$ cat src/rtl/mem_access_unit_pkg.sv
// Shared encodings for the memory-stage load/store engine: access sizes,
// FSM states and the alignment rule used by both the top and the lane formatter.
package mem_access_unit_pkg;

    localparam logic [1:0] SIZE_B = 2'b00;
    localparam logic [1:0] SIZE_H = 2'b01;
    localparam logic [1:0] SIZE_W = 2'b10;

    typedef enum logic [1:0] {
        IDLE = 2'b00,
        REQ  = 2'b01,
        WAIT = 2'b10,
        DONE = 2'b11
    } mau_state_t;

    // Bytes are always aligned; halves need addr[0]=0; words (and the
    // reserved size, which behaves as a word) need addr[1:0]=0.
    function automatic logic is_misaligned(input logic [1:0] size,
                                           input logic [1:0] addr_lo);
        logic mis;
        case (size)
            SIZE_B:  mis = 1'b0;
            SIZE_H:  mis = addr_lo[0];
            default: mis = |addr_lo;
        endcase
        return mis;
    endfunction

endpackage

$ cat src/rtl/mem_lane_fmt.sv
// Byte-lane formatter: strobes and replicated store data for the outgoing
// request, and lane selection plus sign/zero extension for returned loads.
// Purely combinational so the cache path can share it.
module mem_lane_fmt
    import mem_access_unit_pkg::*;
(
    input  logic [1:0]  size,
    input  logic        sgn,
    input  logic [1:0]  addr_lo,
    input  logic [31:0] wdata_in,
    input  logic [31:0] rdata_in,
    output logic [3:0]  wstrb,
    output logic [31:0] wdata_out,
    output logic [31:0] rdata_out
);

    logic [31:0] shifted;

    // Store side: strobes follow the addressed lanes, data fills every lane
    always_comb begin
        wstrb     = 4'b1111;
        wdata_out = wdata_in;
        case (size)
            SIZE_B: begin
                wstrb     = 4'b0001 << addr_lo;
                wdata_out = {4{wdata_in[7:0]}};
            end
            SIZE_H: begin
                wstrb     = addr_lo[1] ? 4'b1100 : 4'b0011;
                wdata_out = {2{wdata_in[15:0]}};
            end
            default: begin
                wstrb     = 4'b1111;
                wdata_out = wdata_in;
            end
        endcase
    end

    // Load side: move the addressed lane down to bit 0, then extend
    always_comb begin
        shifted   = rdata_in >> {addr_lo, 3'b000};
        rdata_out = rdata_in;
        case (size)
            SIZE_B:  rdata_out = {{24{sgn & shifted[7]}}, shifted[7:0]};
            SIZE_H:  rdata_out = {{16{sgn & shifted[15]}}, shifted[15:0]};
            default: rdata_out = rdata_in;
        endcase
    end

endmodule

$ cat src/rtl/mem_access_unit.sv
// Memory-stage load/store engine. Turns one M-stage memory op into a
// req/gnt/rvalid bus transaction, stalls the pipeline until it completes,
// and returns the extended load result. A timeout aborts a hung access.
module mem_access_unit
    import mem_access_unit_pkg::*;
#(
    parameter int TIMEOUT_CYC = 255,
    parameter int CNT_W       = 8
) (
    input  logic        clk,
    input  logic        rst,
    input  logic        memenM,
    input  logic        memwriteM,
    input  logic [1:0]  sizeM,
    input  logic        signedM,
    input  logic [31:0] addrM,
    input  logic [31:0] writedataM,
    input  logic        stall_ext,
    output logic        bus_req,
    output logic        bus_wr,
    output logic [31:0] bus_addr,
    output logic [3:0]  bus_wstrb,
    output logic [31:0] bus_wdata,
    input  logic        bus_gnt,
    input  logic        bus_rvalid,
    input  logic [31:0] bus_rdata,
    output logic [31:0] readdataM,
    output logic        stall_mem,
    output logic        adel,
    output logic        ades,
    output logic        bus_err
);

    mau_state_t       state;
    logic [CNT_W-1:0] cnt;
    logic [1:0]       lat_size;
    logic             lat_signed;
    logic [1:0]       lat_lo;

    logic             misaligned;
    logic             start;
    logic             timeout;

    logic [1:0]       fmt_size;
    logic [1:0]       fmt_lo;
    logic [3:0]       fmt_wstrb;
    logic [31:0]      fmt_wdata;
    logic [31:0]      fmt_rdata;

    assign misaligned = is_misaligned(sizeM, addrM[1:0]);
    assign adel       = memenM & ~memwriteM & misaligned;
    assign ades       = memenM &  memwriteM & misaligned;
    assign start      = (state == IDLE) & memenM & ~misaligned;
    assign stall_mem  = start | (state == REQ) | (state == WAIT);

    // The counter is checked one short of the limit so that the access is
    // given exactly TIMEOUT_CYC cycles in REQ+WAIT before it is aborted.
    assign timeout    = (cnt == CNT_W'(TIMEOUT_CYC - 1));

    // In IDLE the formatter serves the incoming op's store lanes; afterwards
    // it serves the latched op's load extraction.
    assign fmt_size   = (state == IDLE) ? sizeM       : lat_size;
    assign fmt_lo     = (state == IDLE) ? addrM[1:0]  : lat_lo;

    mem_lane_fmt u_fmt (
        .size      (fmt_size),
        .sgn       (lat_signed),
        .addr_lo   (fmt_lo),
        .wdata_in  (writedataM),
        .rdata_in  (bus_rdata),
        .wstrb     (fmt_wstrb),
        .wdata_out (fmt_wdata),
        .rdata_out (fmt_rdata)
    );

    // Access FSM with registered bus outputs, timeout counter and load result
    always_ff @(posedge clk or posedge rst) begin
        if (rst) begin
            state      <= IDLE;
            cnt        <= '0;
            lat_size   <= SIZE_W;
            lat_signed <= 1'b0;
            lat_lo     <= 2'b00;
            bus_req    <= 1'b0;
            bus_wr     <= 1'b0;
            bus_addr   <= '0;
            bus_wstrb  <= '0;
            bus_wdata  <= '0;
            readdataM  <= '0;
            bus_err    <= 1'b0;
        end else begin
            bus_err <= 1'b0;
            case (state)
                IDLE: begin
                    if (start) begin
                        state      <= REQ;
                        cnt        <= '0;
                        bus_req    <= 1'b1;
                        bus_wr     <= memwriteM;
                        bus_addr   <= {addrM[31:2], 2'b00};
                        bus_wstrb  <= fmt_wstrb;
                        bus_wdata  <= fmt_wdata;
                        lat_size   <= sizeM;
                        lat_signed <= signedM;
                        lat_lo     <= addrM[1:0];
                    end
                end
                REQ: begin
                    if (bus_gnt && bus_rvalid) begin
                        state   <= DONE;
                        bus_req <= 1'b0;
                        if (!bus_wr) begin
                            readdataM <= fmt_rdata;
                        end
                    end else if (timeout) begin
                        state     <= DONE;
                        bus_req   <= 1'b0;
                        bus_err   <= 1'b1;
                        readdataM <= '0;
                        cnt       <= cnt + 1'b1;
                    end else if (bus_gnt) begin
                        state   <= WAIT;
                        bus_req <= 1'b0;
                        cnt     <= cnt + 1'b1;
                    end else begin
                        cnt <= cnt + 1'b1;
                    end
                end
                WAIT: begin
                    if (bus_rvalid) begin
                        state <= DONE;
                        if (!bus_wr) begin
                            readdataM <= fmt_rdata;
                        end
                    end else if (timeout) begin
                        state     <= DONE;
                        bus_err   <= 1'b1;
                        readdataM <= '0;
                        cnt       <= cnt + 1'b1;
                    end else begin
                        cnt <= cnt + 1'b1;
                    end
                end
                DONE: begin
                    // Holding here while stall_ext is high keeps the still-present
                    // op from being issued a second time.
                    if (!stall_ext) begin
                        state <= IDLE;
                    end
                end
            endcase
        end
    end

endmodule

$ cat config.mk
export PLATFORM = sky130hd
export DESIGN_NAME = mem_access_unit
export DESIGN_NICKNAME = d
export VERILOG_FILES = /design/src/rtl/mem_access_unit_pkg.sv /design/src/rtl/mem_lane_fmt.sv /design/src/rtl/mem_access_unit.sv
export SDC_FILE = /design/constraint.sdc
export NUM_CORES = 1
export LEC_CHECK = 0
export CORE_ASPECT_RATIO = 1.25
export CORE_UTILIZATION = 38
export DETAILED_ROUTE_END_ITERATION = 10
export DONT_BUFFER_PORTS = 1
export SYNTH_ARGS = -nofsm -noshare
export SYNTH_HDL_FRONTEND = slang
export SYNTH_SLANG_ARGS = --single-unit
$ cat constraint.sdc
create_clock -name clk -period 3.7 [get_ports clk]
set_input_delay 0.185 -clock clk [delete_from_list [all_inputs] [get_ports clk]]
set_output_delay 0.185 -clock clk [all_outputs]
set_load 0.05 [all_outputs]
==> results.toml, run 1 <==
[place]
port_buffers = 0
place_congestion = 0.8727
place_hpwl_mm = 11.93
post_dp_cell_area_sq_um = 6202

[pwr]
p_sw_share_pct = 52.69
power_density_nw_per_um2 = 1144
seqPwrFrac_pct = 48.4
ir_drop_mv = 0.5149
power_frac_comb_pct = 30.8
clkPwrFrac_pct = 20.8
intPower_w = 0.004083
p_switching_w = 0.004547
power_leakage_nw = 3.178

[yosys]
synthArstFlopShare_pct = 100.0
synth_cell_types = 55
synth_ff_type = "dfrtp_1"
synth.top_cell.area_share_pct = 47.61
yosysTopAreaCell = "dfrtp_1"
synth_edf_count = 0
ys_warn_count = 0
avgSynthCellArea_sq_um = 10.21
synth_area_leaders = "dfrtp_1 48%, mux2_2 9.7%, a21oi_1 4.9%, o21ai_0 4.6%, nand2_1 4.3%"
synth.yosys.seq_area_share_pct = 48.04
ys_ff_latch = 116
synth_area_sq_um = 6045
synth_cells = 592

[timing]
min_period_ns = 3.295
clock-skew-final_ns = 0.008728
worst_pin_slew_ns = 0.9868
finalSetupTns_ns = 0
hold_violations = 0
period_share_pct = 89.05
clock.fmax_ghz = 0.3035
rsz0062_at_grt = "false"
slew-limit-headroom_pct = 34.21
drv_slew = 0
setup_viol = 0

[min_path]
hold_class = "primary input to flop"
hold_start = "writedataM[12]"

[finish]
num_antenna_cells = 0
final_area_sq_um = 7546
nets = 764
drive_gt1_share_pct = 16.87
area_growth_syn_to_layout_pct = 24.84

[global_routing]
grt_pass1_vias = 5237
antenna_found_initial = 0
grt_overflow = 0
grt_max_degree = 89
grt_pass1_wl_mm = 27.90
globalRouteTotalUtil_pct = 22.29

[floorplanning]
initial_core_util_pct = 38.82
die_y_microns = 143.0
core_area_sq_um = 15570
rows = 51
die_w_microns = 114.8
io_pins = 212
dieArea_sq_um = 16420

[clock_tree]
numCtsBuffers = 17
cts_tree = "yes"
cts_sinks = 116
clkLatencyLatePin_ns = 0.42
clock_path_buffers = 2
cts.repair.resized = 0
clk_pin_slew_ns = 0.06
root_buffer = "clkbuf_16"
htree_levels = 4

[detailed_routing]
drcViolationCount = 0
routed.top_layer = "met4"
dr_total_vias = 5045
wl_per_cell_microns = 20.43
wl_met2_mm = 9.359
drt_wl_total_mm = 17.89
detail_route.iter0.violations = 343
wl_met1_mm = 6.550
viasPerCell = 5.759
first_pass_iters = 7
dr_wl_met3_mm = 1.731
antenna_left = 0

[critical_path]
crit_buf_inv = 2
critPathKind = "flop to flop"
crit_path_max_fanout = 41
slowest_delay_ns = 0.98
cpLargestDelayFamily = "multiplexers"
cp-end-kind = "flop"
r2r_start = "state[0]"
cp.required_ns = 4.03
start_kind = "flop"
cp_cell_sequence = "inv_1 -> ha_1 -> mux2_2 -> a222oi_1 -> dlygate4sd3_1 -> o21ai_0"
slowest_stage = "mux2_2"
arrival_ns = 3.62
crit_path_start = "state[0]"

[run]
maxCapViolCount = 0

[run_status]
status = "finished, final reports clean"
[registers in the layout, summed over array words and instances (netlist names)]
| name | count |
|---|---|
| lat_signed | 1 |
| bus_wr | 1 |
| readdataM | 32 |
| lat_lo | 2 |
| bus_req | 1 |
| lat_size | 2 |
| bus_err | 1 |
| cnt | 8 |
| bus_wstrb | 4 |
| bus_addr | 30 |
| bus_wdata | 32 |
| state | 2 |
[power by group through the flow]
stage                     logic [W]  registers, W  clock network, W
after global placement      0.00249       0.00418                 0
after floorplan             0.00209       0.00401                 0
final                       0.00266       0.00418           0.00180
after CTS                   0.00264       0.00418           0.00183
after detailed placement    0.00257       0.00420                 0
after global routing        0.00296       0.00426           0.00188
[synthesized netlist by cell type, types with 4 or more instances]
master	number
a22o_1	4
o21ai_0	56
a211oi_1	8
nand2_1	70
nand3_1	6
a222oi_1	15
a21oi_1	59
ha_1	7
nor2_1	12
inv_1	27
mux2i_1	18
buf_2	14
dfrtp_1	115
or2_2	6
nor2b_1	5
o32ai_1	9
clkbuf_1	18
buf_4	6
a21o_1	10
mux2_2	52
a221oi_1	24
[stage by stage]
step | util (%) | hold slack, ns | setup slack, ns | std cells | total power [W]
2_1_floorplan | - | 0.2954 | 0.4442 | 593 | 0.006105
3_3_place_gp | 39.83 | 0.2457 | 0.6995 | 774 | 0.006677
3_5_place_dp | 39.83 | 0.2696 | 0.5437 | 774 | 0.006769
4_1_cts | 48.47 | 0.0007939 | 0.4366 | 876 | 0.008654
5_1_grt | 48.47 | 0.006827 | 0.1010 | 876 | 0.009097
6_report | 48.47 | 0.009933 | 0.4052 | 876 | 0.008630
[layout by cell type, fill, tap and decap left out, drive strengths merged, types with 2 or more instances in the layout]
cell type      n
dfrtp        115
nand2         70
dlygate4sd3   70
a21oi         59
o21ai         59
mux2          52
inv           35
a221oi        24
mux2i         19
clkbuf        17
a222oi        15
nor2          12
a21o          10
buf           10
o32ai          9
a211oi         8
ha             7
nand3          6
or2            6
nor2b          5
a22o           4
bufinv         4
a31oi          4
and2           3
o31ai          3
nor3           3
a32o           3
nor3b          3
nand4          2
or3            2
a221o          2
a31o           2
conb           2
clkinv         2
a2111oi        2
o2111a         2
a22oi          2
[metal layers]
| layer | vias up | GRT usage [%] |
|---|---|---|
| met2 | 234 | 40.00 |
| met3 | 21 | 7.852 |
| met5 | - | 0 |
| met4 | 0 | 7.997 |
| met1 | 2467 | 24.04 |
| li1 | 2323 | - |
[logic make-up after synthesis]
logic type                 count (synthesis)  share of synthesized area, %
buffers and inverters                     68                         5.009
DFF                                      116                         48.04
adders and majority gates                  7                         1.449
and+or+nand+nor                          117                         8.839
other                                      1                       0.06204
AOI/OAI and AO/OA                        212                         23.56
muxes                                     71                         13.04
[final timing paths]
kind,end,slack (ns),cells past startpoint
max,bus_wdata[25],0.41,6
min,bus_wdata[28],0.01,2
max reg2reg,bus_wdata[25],0.41,6
min reg2reg,cnt[7],0.49,1
max in group asynchronous,bus_wdata[31],2.34,3
min in group asynchronous,bus_addr[3],0.41,2
[layout make-up]
type,instances,area (sq um)
fillers,1467,8024
repair buffers,80,788.3
clock buffers,17,425.4
flip-flops and latches,116,2904
inverters,27,103.9
clock inverters,15,217.7
multi-input cells,409,2841
well taps,212,265.3
[repair_timing]
action	4_1_cts	5_1_grt
hold endpoints to repair	127	0
buffers inserted	0	0
hold buffers	70	0
Power figures use the tool's default switching activity.
==> run 2: changes to the inputs <==
PLACE_DENSITY = 0.56   (was unset)
==> run 2 against run 1 <==
Net effect: count of clock-buffer cells in the layout is 2 higher; sequential share of layout area is 0.70 points lower; register-to-register slack worse by 0.09 ns; maximum frequency is 2.8% lower; clock skew is 0.0038 ns lower; sequential cell count stayed put; critical endpoint is now bus_wdata[24]; largest cell class unchanged; largest power group unchanged.
==> results.toml, run 2 (same netlist as run 1, synthesis figures left out) <==
[run_status]
status = "finished, final reports clean"

[floorplanning]
dieArea_sq_um = 16420
io_pins = 212
rows = 51
initial_core_util_pct = 38.82
die_y_microns = 143.0
die_w_microns = 114.8
core_area_sq_um = 15570

[critical_path]
arrival_ns = 3.72
start_kind = "flop"
crit_path_max_fanout = 41
r2r_start = "state[0]"
cp.required_ns = 4.03
r2r-end = "bus_wdata[24]"
rrSetupSlack_ns = 0.31
critPathKind = "flop to flop"
cp-end-kind = "flop"
ff2ff_path_depth = 6

[timing]
period_share_pct = 91.62
finalSetupTns_ns = 0
hold_violations = 0
setup_viol = 0
worst_pin_slew_ns = 1.004
holdWs_ns = 0.01360
rsz0062_at_grt = "false"
slew-limit-headroom_pct = 33.08
drv_slew = 0
clock.fmax_ghz = 0.2950
clock-skew-final_ns = 0.004879
min_period_ns = 3.390

[clock_tree]
clkLatencyLatePin_ns = 0.41
clk_pin_slew_ns = 0.05
cts_tree = "yes"
root_buffer = "clkbuf_16"
clock_path_buffers = 2
htree_levels = 4
numCtsBuffers = 17
cts_sinks = 116
cts_setup_buffers = 0

[pwr]
power_leakage_nw = 3.231
power_frac_comb_pct = 31.1
ir_drop_mv = 0.4992
intPower_w = 0.004181
power_density_nw_per_um2 = 1130
p_switching_w = 0.004502
clkPwrFrac_pct = 20.8
seqPwrFrac_pct = 48.2
p_sw_share_pct = 51.85

[global_routing]
antenna_found_initial = 0
grt_overflow = 0
globalRouteTotalUtil_pct = 22.59
grt_pass1_wl_mm = 28.01
grt_pass1_vias = 5271
grt_max_degree = 90

[run]
maxCapViolCount = 0

[min_path]
hold_class = "primary input to flop"
hold_start = "bus_rdata[20]"
holdPathStages = 2
whs_endpoint = "readdataM[20]"

[finish]
layout_commonest_cell = "dfrtp_1"
nets = 777
most-common-layout-cells = "115 x dfrtp_1, 84 x dlygate4sd3_1, 70 x nand2_1"
final-instance-count-excl-fill = 889
num_antenna_cells = 0
final_area_sq_um = 7685
top_regs = "bus_wdata: 32 flops, readdataM: 32 flops, bus_addr: 30 flops"
area_growth_syn_to_layout_pct = 27.14
drive_gt1_share_pct = 16.25

[detailed_routing]
antenna_left = 0
viasPerCell = 5.754
wl_per_cell_microns = 20.41
first_pass_iters = 7
dr_total_vias = 5115
drcViolationCount = 0
drt_wl_total_mm = 18.15
detail_route.iter0.violations = 359

[place]
place_congestion = 0.8409
port_buffers = 0
dp_cells = 773
post_dp_cell_area_sq_um = 6195
place_hpwl_mm = 11.94
run 2: cell count changes in the layout (fill, tap and decap cells not counted), sizes merged:
cell / before / now
clkinv: 2 / 6
clkinvlp: 1 / 2
clkbuf: 17 / 19
dlygate4sd3: 70 / 84
inv: 35 / 27
bufinv: 4 / 5
buf: 10 / 9
run 2: worst max-delay path by stage:
stage,slack [ns],start,endpoint,cells after the start
floorplan,0.44,rst,bus_addr[10],1
global placement,0.73,state[0],readdataM[12],5
detailed placement,0.56,state[0],readdataM[9],5
CTS,0.32,state[0],bus_wdata[24],6
global route,0.07,state[1],bus_wdata[24],6
finish,0.31,state[0],bus_wdata[24],6
run 2: repair_timing:
action / in CTS / in global routing
resized for setup: 0 / 0
hold buffers: 84 / 0
endpoints found under the hold margin: 143 / 0
run 2: area by class of cell:
| type | instances | area, sq um |
|---|---|---|
| clock inverters | 13 | 206.4 |
| inverters | 27 | 103.9 |
| repair buffers | 93 | 920.9 |
| clock buffers | 19 | 442.9 |
| multi-input cells | 409 | 2841 |
| flip-flops and latches | 116 | 2904 |
| fillers | 1459 | 7885 |
| well taps | 212 | 265.3 |
run 2: layer usage:
| layer | global-route usage, % | up-vias | share of wire, % |
|---|---|---|---|
| li1 | - | 2350 | - |
| met1 | 24.55 | 2506 | 37 |
| met2 | 39.33 | 231 | 50 |
| met3 | 7.980 | 28 | 9.4 |
| met4 | 10.18 | 0 | 2.8 |
| met5 | 0 | - | 0 |
run 2: through the flow:
| step | setup WS (ns) | power (W) | utilization [%] |
|---|---|---|---|
| CTS | 0.3212 | 0.008706 | 49.36 |
| global route | 0.07494 | 0.009171 | 49.36 |
| global placement | 0.7277 | 0.006662 | 39.79 |
| floorplan | 0.4442 | 0.006105 | - |
| detailed placement | 0.5577 | 0.006760 | 39.79 |
| finish | 0.3102 | 0.008683 | 49.36 |
run 2: power by group through the flow:
| stage | sequential, W | clock (W) | combinational (W) |
|---|---|---|---|
| floorplan | 0.00401 | 0 | 0.00209 |
| global placement | 0.00418 | 0 | 0.00248 |
| detailed placement | 0.00420 | 0 | 0.00256 |
| CTS | 0.00418 | 0.00184 | 0.00269 |
| global route | 0.00426 | 0.00189 | 0.00302 |
| finish | 0.00418 | 0.00180 | 0.00270 |
run 2: critical path, stage by stage, from the launching register on:
cell and delay, ns:
dfrtp_1 0.45, inv_1 0.11, ha_1 0.75, mux2_2 0.99, a222oi_1 0.26, dlygate4sd3_1 0.60
o21ai_0 0.13
